### src/rtl/mem_read_arbiter.sv
// Shares one memory read port between instruction-fetch and data read channels.
// Optional round-robin arbitration with MEM_ARB_ROUND_ROBIN_EN; the default is fixed priority (D over I).
module mem_read_arbiter #(
  parameter int ADDR_WIDTH      = 32,
  parameter int DATA_WIDTH      = 32,
  parameter int MAX_OUTSTANDING = 4
) (
  input  logic                                 clk,
  input  logic                                 rst,
  input  logic                                 i_raddr_valid,
  output logic                                 i_raddr_ready,
  input  logic [ADDR_WIDTH-1:0]                i_raddr,
  output logic                                 i_rdata_valid,
  input  logic                                 i_rdata_ready,
  output logic [DATA_WIDTH-1:0]                i_rdata,
  input  logic                                 d_raddr_valid,
  output logic                                 d_raddr_ready,
  input  logic [ADDR_WIDTH-1:0]                d_raddr,
  output logic                                 d_rdata_valid,
  input  logic                                 d_rdata_ready,
  output logic [DATA_WIDTH-1:0]                d_rdata,
  output logic                                 m_raddr_valid,
  input  logic                                 m_raddr_ready,
  output logic [ADDR_WIDTH-1:0]                m_raddr,
  input  logic                                 m_rdata_valid,
  output logic                                 m_rdata_ready,
  input  logic [DATA_WIDTH-1:0]                m_rdata,
  output logic [$clog2(MAX_OUTSTANDING):0]     outstanding
);

  // Handshake: a transfer happens on a rising edge where valid && ready; the
  // source keeps valid and payload stable until that edge.

  localparam int PW = $clog2(MAX_OUTSTANDING);
  localparam int CW = PW + 1;

  typedef enum logic {UNLOCKED = 1'b0, LOCKED = 1'b1} state_t;

  state_t                     state, state_nxt;
  logic                       lock_id, lock_id_nxt;
  logic                       sel, pick;
  logic                       sel_valid;
  logic [ADDR_WIDTH-1:0]      sel_addr;
  logic [CW-1:0]              count;
  logic [PW-1:0]              wr_ptr, rd_ptr;
  logic [MAX_OUTSTANDING-1:0] tag_mem;
  logic                       full, empty, head, push, pop;

  assign full  = (count == CW'(MAX_OUTSTANDING));
  assign empty = (count == '0);
  assign head  = tag_mem[rd_ptr];

`ifdef MEM_ARB_ROUND_ROBIN_EN
  logic rr_last;

  always_comb begin
    if (i_raddr_valid && d_raddr_valid) pick = ~rr_last;
    else                                pick = d_raddr_valid;
  end

  always_ff @(posedge clk or negedge rst) begin
    if (!rst)      rr_last <= 1'b1;
    else if (push) rr_last <= sel;
  end
`else
  assign pick = d_raddr_valid;
`endif

  assign sel       = (state == LOCKED) ? lock_id : pick;
  assign sel_valid = sel ? d_raddr_valid : i_raddr_valid;
  assign sel_addr  = sel ? d_raddr : i_raddr;

  // Every output is forced low while reset is held, whatever the requesters drive.
  assign m_raddr_valid = rst && sel_valid && !full;
  assign m_raddr       = (rst && sel_valid) ? sel_addr : '0;
  assign i_raddr_ready = rst && !sel && m_raddr_ready && !full;
  assign d_raddr_ready = rst &&  sel && m_raddr_ready && !full;

  assign m_rdata_ready = rst && !empty && (head ? d_rdata_ready : i_rdata_ready);
  assign i_rdata_valid = rst && m_rdata_valid && !empty && !head;
  assign d_rdata_valid = rst && m_rdata_valid && !empty &&  head;
  assign i_rdata       = rst ? m_rdata : '0;
  assign d_rdata       = rst ? m_rdata : '0;

  assign push = m_raddr_valid && m_raddr_ready;
  assign pop  = m_rdata_valid && m_rdata_ready;

  assign outstanding = count;

  // Address-phase FSM: lock the current owner while memory stalls its address.
  always_comb begin
    state_nxt   = state;
    lock_id_nxt = lock_id;
    case (state)
      UNLOCKED: begin
        if (m_raddr_valid && !m_raddr_ready) begin
          state_nxt   = LOCKED;
          lock_id_nxt = sel;
        end
      end
      LOCKED: begin
        if (push) state_nxt = UNLOCKED;
      end
      default: state_nxt = UNLOCKED;
    endcase
  end

  always_ff @(posedge clk or negedge rst) begin
    if (!rst) begin
      state   <= UNLOCKED;
      lock_id <= 1'b0;
    end else begin
      state   <= state_nxt;
      lock_id <= lock_id_nxt;
    end
  end

  always_ff @(posedge clk or negedge rst) begin
    if (!rst) begin
      count  <= '0;
      wr_ptr <= '0;
      rd_ptr <= '0;
    end else begin
      if (push) wr_ptr <= wr_ptr + 1'b1;
      if (pop)  rd_ptr <= rd_ptr + 1'b1;
      case ({push, pop})
        2'b10:   count <= count + 1'b1;
        2'b01:   count <= count - 1'b1;
        default: count <= count;
      endcase
    end
  end

  // Tag storage needs no reset: entries are only read once count covers them.
  always_ff @(posedge clk) begin
    if (push) tag_mem[wr_ptr] <= sel;
  end

`ifndef SYNTHESIS
  always_ff @(posedge clk) begin
    if (rst && m_rdata_valid && empty)
      $error("mem_read_arbiter: m_rdata_valid with no outstanding read");
  end
`endif

endmodule

### config.mk
export PLATFORM = sky130hd
export DESIGN_NAME = mem_read_arbiter
export DESIGN_NICKNAME = d
export VERILOG_FILES = /design/src/rtl/mem_read_arbiter.sv
export SDC_FILE = /design/constraint.sdc
export NUM_CORES = 1
export LEC_CHECK = 0
export ABC_AREA = 1
export ABC_CLOCK_PERIOD_IN_PS = 2700
export CAP_MARGIN = 25
export CELL_PAD_IN_SITES_DETAIL_PLACEMENT = 1
export CELL_PAD_IN_SITES_GLOBAL_PLACEMENT = 2
export CORE_MARGIN = 4
export CORE_UTILIZATION = 12
export DETAILED_ROUTE_END_ITERATION = 12
export PLACE_DENSITY_LB_ADDON = 0.1
export SLEW_MARGIN = 20
export SYNTH_ARGS = -nofsm -noshare
export SYNTH_HDL_FRONTEND = slang
export SYNTH_SLANG_ARGS = --single-unit
### constraint.sdc
create_clock -name clk -period 2.7 [get_ports clk]
set_input_delay 0.27 -clock clk [delete_from_list [all_inputs] [get_ports clk]]
set_output_delay 0.27 -clock clk [all_outputs]
set_load 0.02 [all_outputs]
==> results.txt <==
----------------------------------------------------
[Critical path]
  Category of the worst setup path capture point ... primary output
  Slowest library cell on the worst path ... sky130_fd_sc_hd__clkdlybuf4s50_1
  Sequence of cells on the critical path ... dlygate4sd3_1 -> clkbuf_4 -> nand3_1 -> nand2_4 -> inv_4 -> buf_12 -> a21oi_2 -> clkdlybuf4s50_1
  Buf+Inv Stages, Crit Path ... 5
  Worst reg2reg path depth ... 11
  Highest cell delay on the worst timing path ... 620 ps
  Startpoint type of the worst setup path ... input port
  Worst Path Max Fanout ... 32
  Path type of the worst setup path ... in -> out
  Required @ worst endpoint ... 2430 ps
  Stages on the worst setup path ... 8
  Critical path data arrival time ... 2250 ps
  Delay-heaviest family, CP ... buffers and inverters

[Layout]
  Fill cell instance count of the final layout ... 1854
  Share of final-layout standard cells stronger than drive strength 1 ... 9.82%
  Post-layout instance count excluding filler cells ... 700
  Number of nets in the layout ... 600
  Relative area change from synthesis to final layout ... 117%
  Final core area utilization ... 26.8%
  Antenna Diode Count ... 0

[Hold path]
  Worst min-delay path class ... in -> async

[Synth]
  Post-synthesis net count ... 424
  Netlist area before placement ... 1900 um2
  Leading area contributor after synthesis ... sky130_fd_sc_hd__nand2_1
  Fraction of registers with async set/reset ... 69.2%
  Number of warnings reported in the yosys synthesis log ... 0
  Number of flops mapped to enable cells by yosys ... 4
  Unique masters post-synth ... 26
  Top cells by count, synth ... sky130_fd_sc_hd__nand2_1, sky130_fd_sc_hd__inv_1, sky130_fd_sc_hd__buf_4
  Sequential fraction of the synthesis area ... 18.2%
  Top post-synthesis cells by area ... sky130_fd_sc_hd__nand2_1, sky130_fd_sc_hd__a21oi_2, sky130_fd_sc_hd__buf_4
  Post-Synthesis Cells ... 314
  Library cell with the highest instance count after synthesis ... sky130_fd_sc_hd__nand2_1
  Mean cell area of the mapped netlist ... 6.05 um2
  Prevailing post-synth register cell ... sky130_fd_sc_hd__dfrtp_1
  Post-synthesis register bit count ... 13
  Top-area cell type share of the netlist area ... 24.3%

[Routing]
  Number of DRC violations after detailed-routing iteration 0 ... 47
  DRC errors left ... 0
  Antenna Violating Nets Remaining ... 0
  Drt via density ... 3.53
  First-pass detailed-route iteration total ... 3
  Vias post-DR ... 2471
  Routed WL ... 8890 um
  Routed length per placed instance ... 12.7 um

[Timing]
  Transition at the pin with the smallest max-transition slack ... 307 ps
  Worst Skew ... 2.56 ps
  Total count of hold-check failures in the final report ... 0
  Tmin final ... 2520 ps
  Tcrit/Tclk final ... 93.4%
  Final TNS setup ... 0 ps
  Worst setup slack after layout ... 179 ps
  Pins Over Slew Limit ... 0
  Setup repair after global routing missed its margin ... false
  Final setup violation count ... 0
  Maximum achievable frequency ... 0.397 GHz
  Worst relative slew slack ... 79.5%

[Placed design]
  Number of port buffers ... 208
  Gp weighted congestion ... 0.657
  Number of placed instances with taps included ... 695
  Setup slack after placement ... 198 ps
  Half-perimeter wire length after placement ... 7620 um

[Global route]
  Met2 Track Usage GR ... 18.4%
  Global-route layer with the greatest usage ... met2
  Final global-route overflow total ... 0
  Global-route wire length before repair ... 13900 um
  Total global-route track usage ... 9.46%
  Met3 GRT Util ... 3.86%
  Pin count of the biggest net entering global routing ... 40
  Number of antenna violations at the first check in global routing ... 0
  Global Route met1 Usage ... 9.49%
  Vias in the first global route ... 2702

[Power]
  Pwr dens ... 556 nW/um2
  Lkg Pwr ... 2.06 nW
  Worst-case vdd ir drop ... 0.171 mV

[Floorplan]
  Initial Util ... 12.4%
  Area of the core region ... 15400 um2
  Vert. Die Dim ... 134 um
  Number of top-level design ports ... 209
  Die X ... 134 um
  Total number of placement rows ... 45
  Die Area ... 17900 um2

[CTS]
  CTS sink cnt ... 13
  Clock tree from TritonCTS ... built
  Reg clk slew, reported paths ... 50 ps
  Clock latency on the worst-skew pair ... 240 ps
  Clock tree root driver cell ... sky130_fd_sc_hd__clkbuf_16
  Post CTS Setup Buffer Count ... 0
  Maximum level of the CTS H-tree ... 1
  Number of clock buffers inserted by TritonCTS ... 3
  Largest buffer count on any clock path ... 2

[Flow run]
  # Max-Cap Violations ... 0

[Status]
  Outcome ... complete, no violations

----------------------------------------------------
-- power by group --
part,total [mW],internal [mW],switching (mW)
clock,0.285,0.200,0.0850
combinational,1.65,0.703,0.950
sequential,0.354,0.281,0.0725
-- worst register-to-register path, cell delays in order (launching register included) --
cell and delay, ps:
sky130_fd_sc_hd__dfrtp_1 420, sky130_fd_sc_hd__nor3_1 230, sky130_fd_sc_hd__inv_1 130, sky130_fd_sc_hd__nand2_1 120, sky130_fd_sc_hd__inv_1 90, sky130_fd_sc_hd__nand2_2 150, sky130_fd_sc_hd__ha_1 170, sky130_fd_sc_hd__inv_1 60
sky130_fd_sc_hd__fa_1 370, sky130_fd_sc_hd__a21oi_1 150, sky130_fd_sc_hd__o21ai_0 110, sky130_fd_sc_hd__xor2_1 150
-- cells in the final DEF (no fill, tap or decap) --
cell type,Yosys,routed
sky130_fd_sc_hd__a21oi_1,4,4
sky130_fd_sc_hd__a21oi_2,30,30
sky130_fd_sc_hd__buf_12,0,1
sky130_fd_sc_hd__buf_4,32,5
sky130_fd_sc_hd__buf_6,3,1
sky130_fd_sc_hd__clkbuf_1,6,1
sky130_fd_sc_hd__clkbuf_16,0,3
sky130_fd_sc_hd__clkbuf_4,0,1
sky130_fd_sc_hd__clkdlybuf4s50_1,0,192
sky130_fd_sc_hd__dfrtp_1,9,9
sky130_fd_sc_hd__dlygate4sd3_1,0,1
sky130_fd_sc_hd__dlymetal6s2s_1,0,15
sky130_fd_sc_hd__edfxtp_1,4,4
sky130_fd_sc_hd__fa_1,1,1
sky130_fd_sc_hd__ha_1,5,5
sky130_fd_sc_hd__inv_1,56,56
sky130_fd_sc_hd__inv_2,1,1
sky130_fd_sc_hd__inv_4,1,1
sky130_fd_sc_hd__nand2_1,123,123
sky130_fd_sc_hd__nand2_2,3,3
sky130_fd_sc_hd__nand2_4,1,1
sky130_fd_sc_hd__nand3_1,12,12
sky130_fd_sc_hd__nand3_2,1,1
sky130_fd_sc_hd__nand4_1,1,1
sky130_fd_sc_hd__nor2_1,8,8
sky130_fd_sc_hd__nor3_1,3,3
sky130_fd_sc_hd__o21ai_0,2,2
sky130_fd_sc_hd__o21ai_1,1,1
sky130_fd_sc_hd__xnor2_1,1,1
sky130_fd_sc_hd__xor2_1,2,2
-- cell families after synthesis --
logic type	Yosys count	share of synthesized area, %
AOI/OAI and AO/OA	37	15.7
buffers and inverters	103	28.1
and+or+nand+nor	152	32.3
xor gates and xnor gates	3	1.38
DFF	13	18.2
adders and majority gates	6	4.35
-- layer usage --
metal	up-vias	wire length (um)	share of wire [%]
li1	1251	-	-
met1	1108	3090	35
met2	110	4770	54
met3	2	986	11
met4	0	40	0.45
met5	-	0	0
-- layout make-up --
class / count / area [um2] / area share (%)
clock buffer: 4 / 78.8 / 1.91
inverter: 58 / 220 / 5.34
multi-input combinational: 198 / 1020 / 24.7
sequential: 13 / 345 / 8.37
tap: 211 / 264 / 6.40
timing repair buffer: 216 / 2200 / 53.2
-- metrics by stage --
step | hold slack (ps) | area (um2) | power, mW
floorplan | -25.6 | 1900 | 1.33
global placement | 134 | 3990 | 2.06
detailed placement | 136 | 3990 | 2.06
CTS | 414 | 4080 | 2.36
global route | 444 | 4120 | 2.52
finish | 414 | 4120 | 2.29
-- flip-flops by register name, summed over array words and instances, names as in the netlist, named ones only --
name	count
rd_ptr	2
outstanding	3
tag_mem	4
lock_id	1
wr_ptr	2
-- final timing paths --
check | slack, ps | start | end
hold / removal | 410 | rst | async pin
min in group clk | 510 | lock_id | lock_id
setup / recovery | 180 | rst | m_raddr[24]
hold reg to reg | 510 | lock_id | lock_id
setup reg to reg | 420 | outstanding[0] | outstanding[2]
max in group asynchronous | 1790 | rst | wr_ptr[1]
-- repair_timing --
item                                   4_1_cts  5_1_grt
gates resized for setup                      0       17
hold buffers                                 1        0
endpoints found under the hold margin        2        0
setup endpoints to repair                    0       51
Power figures use the tool's default switching activity.
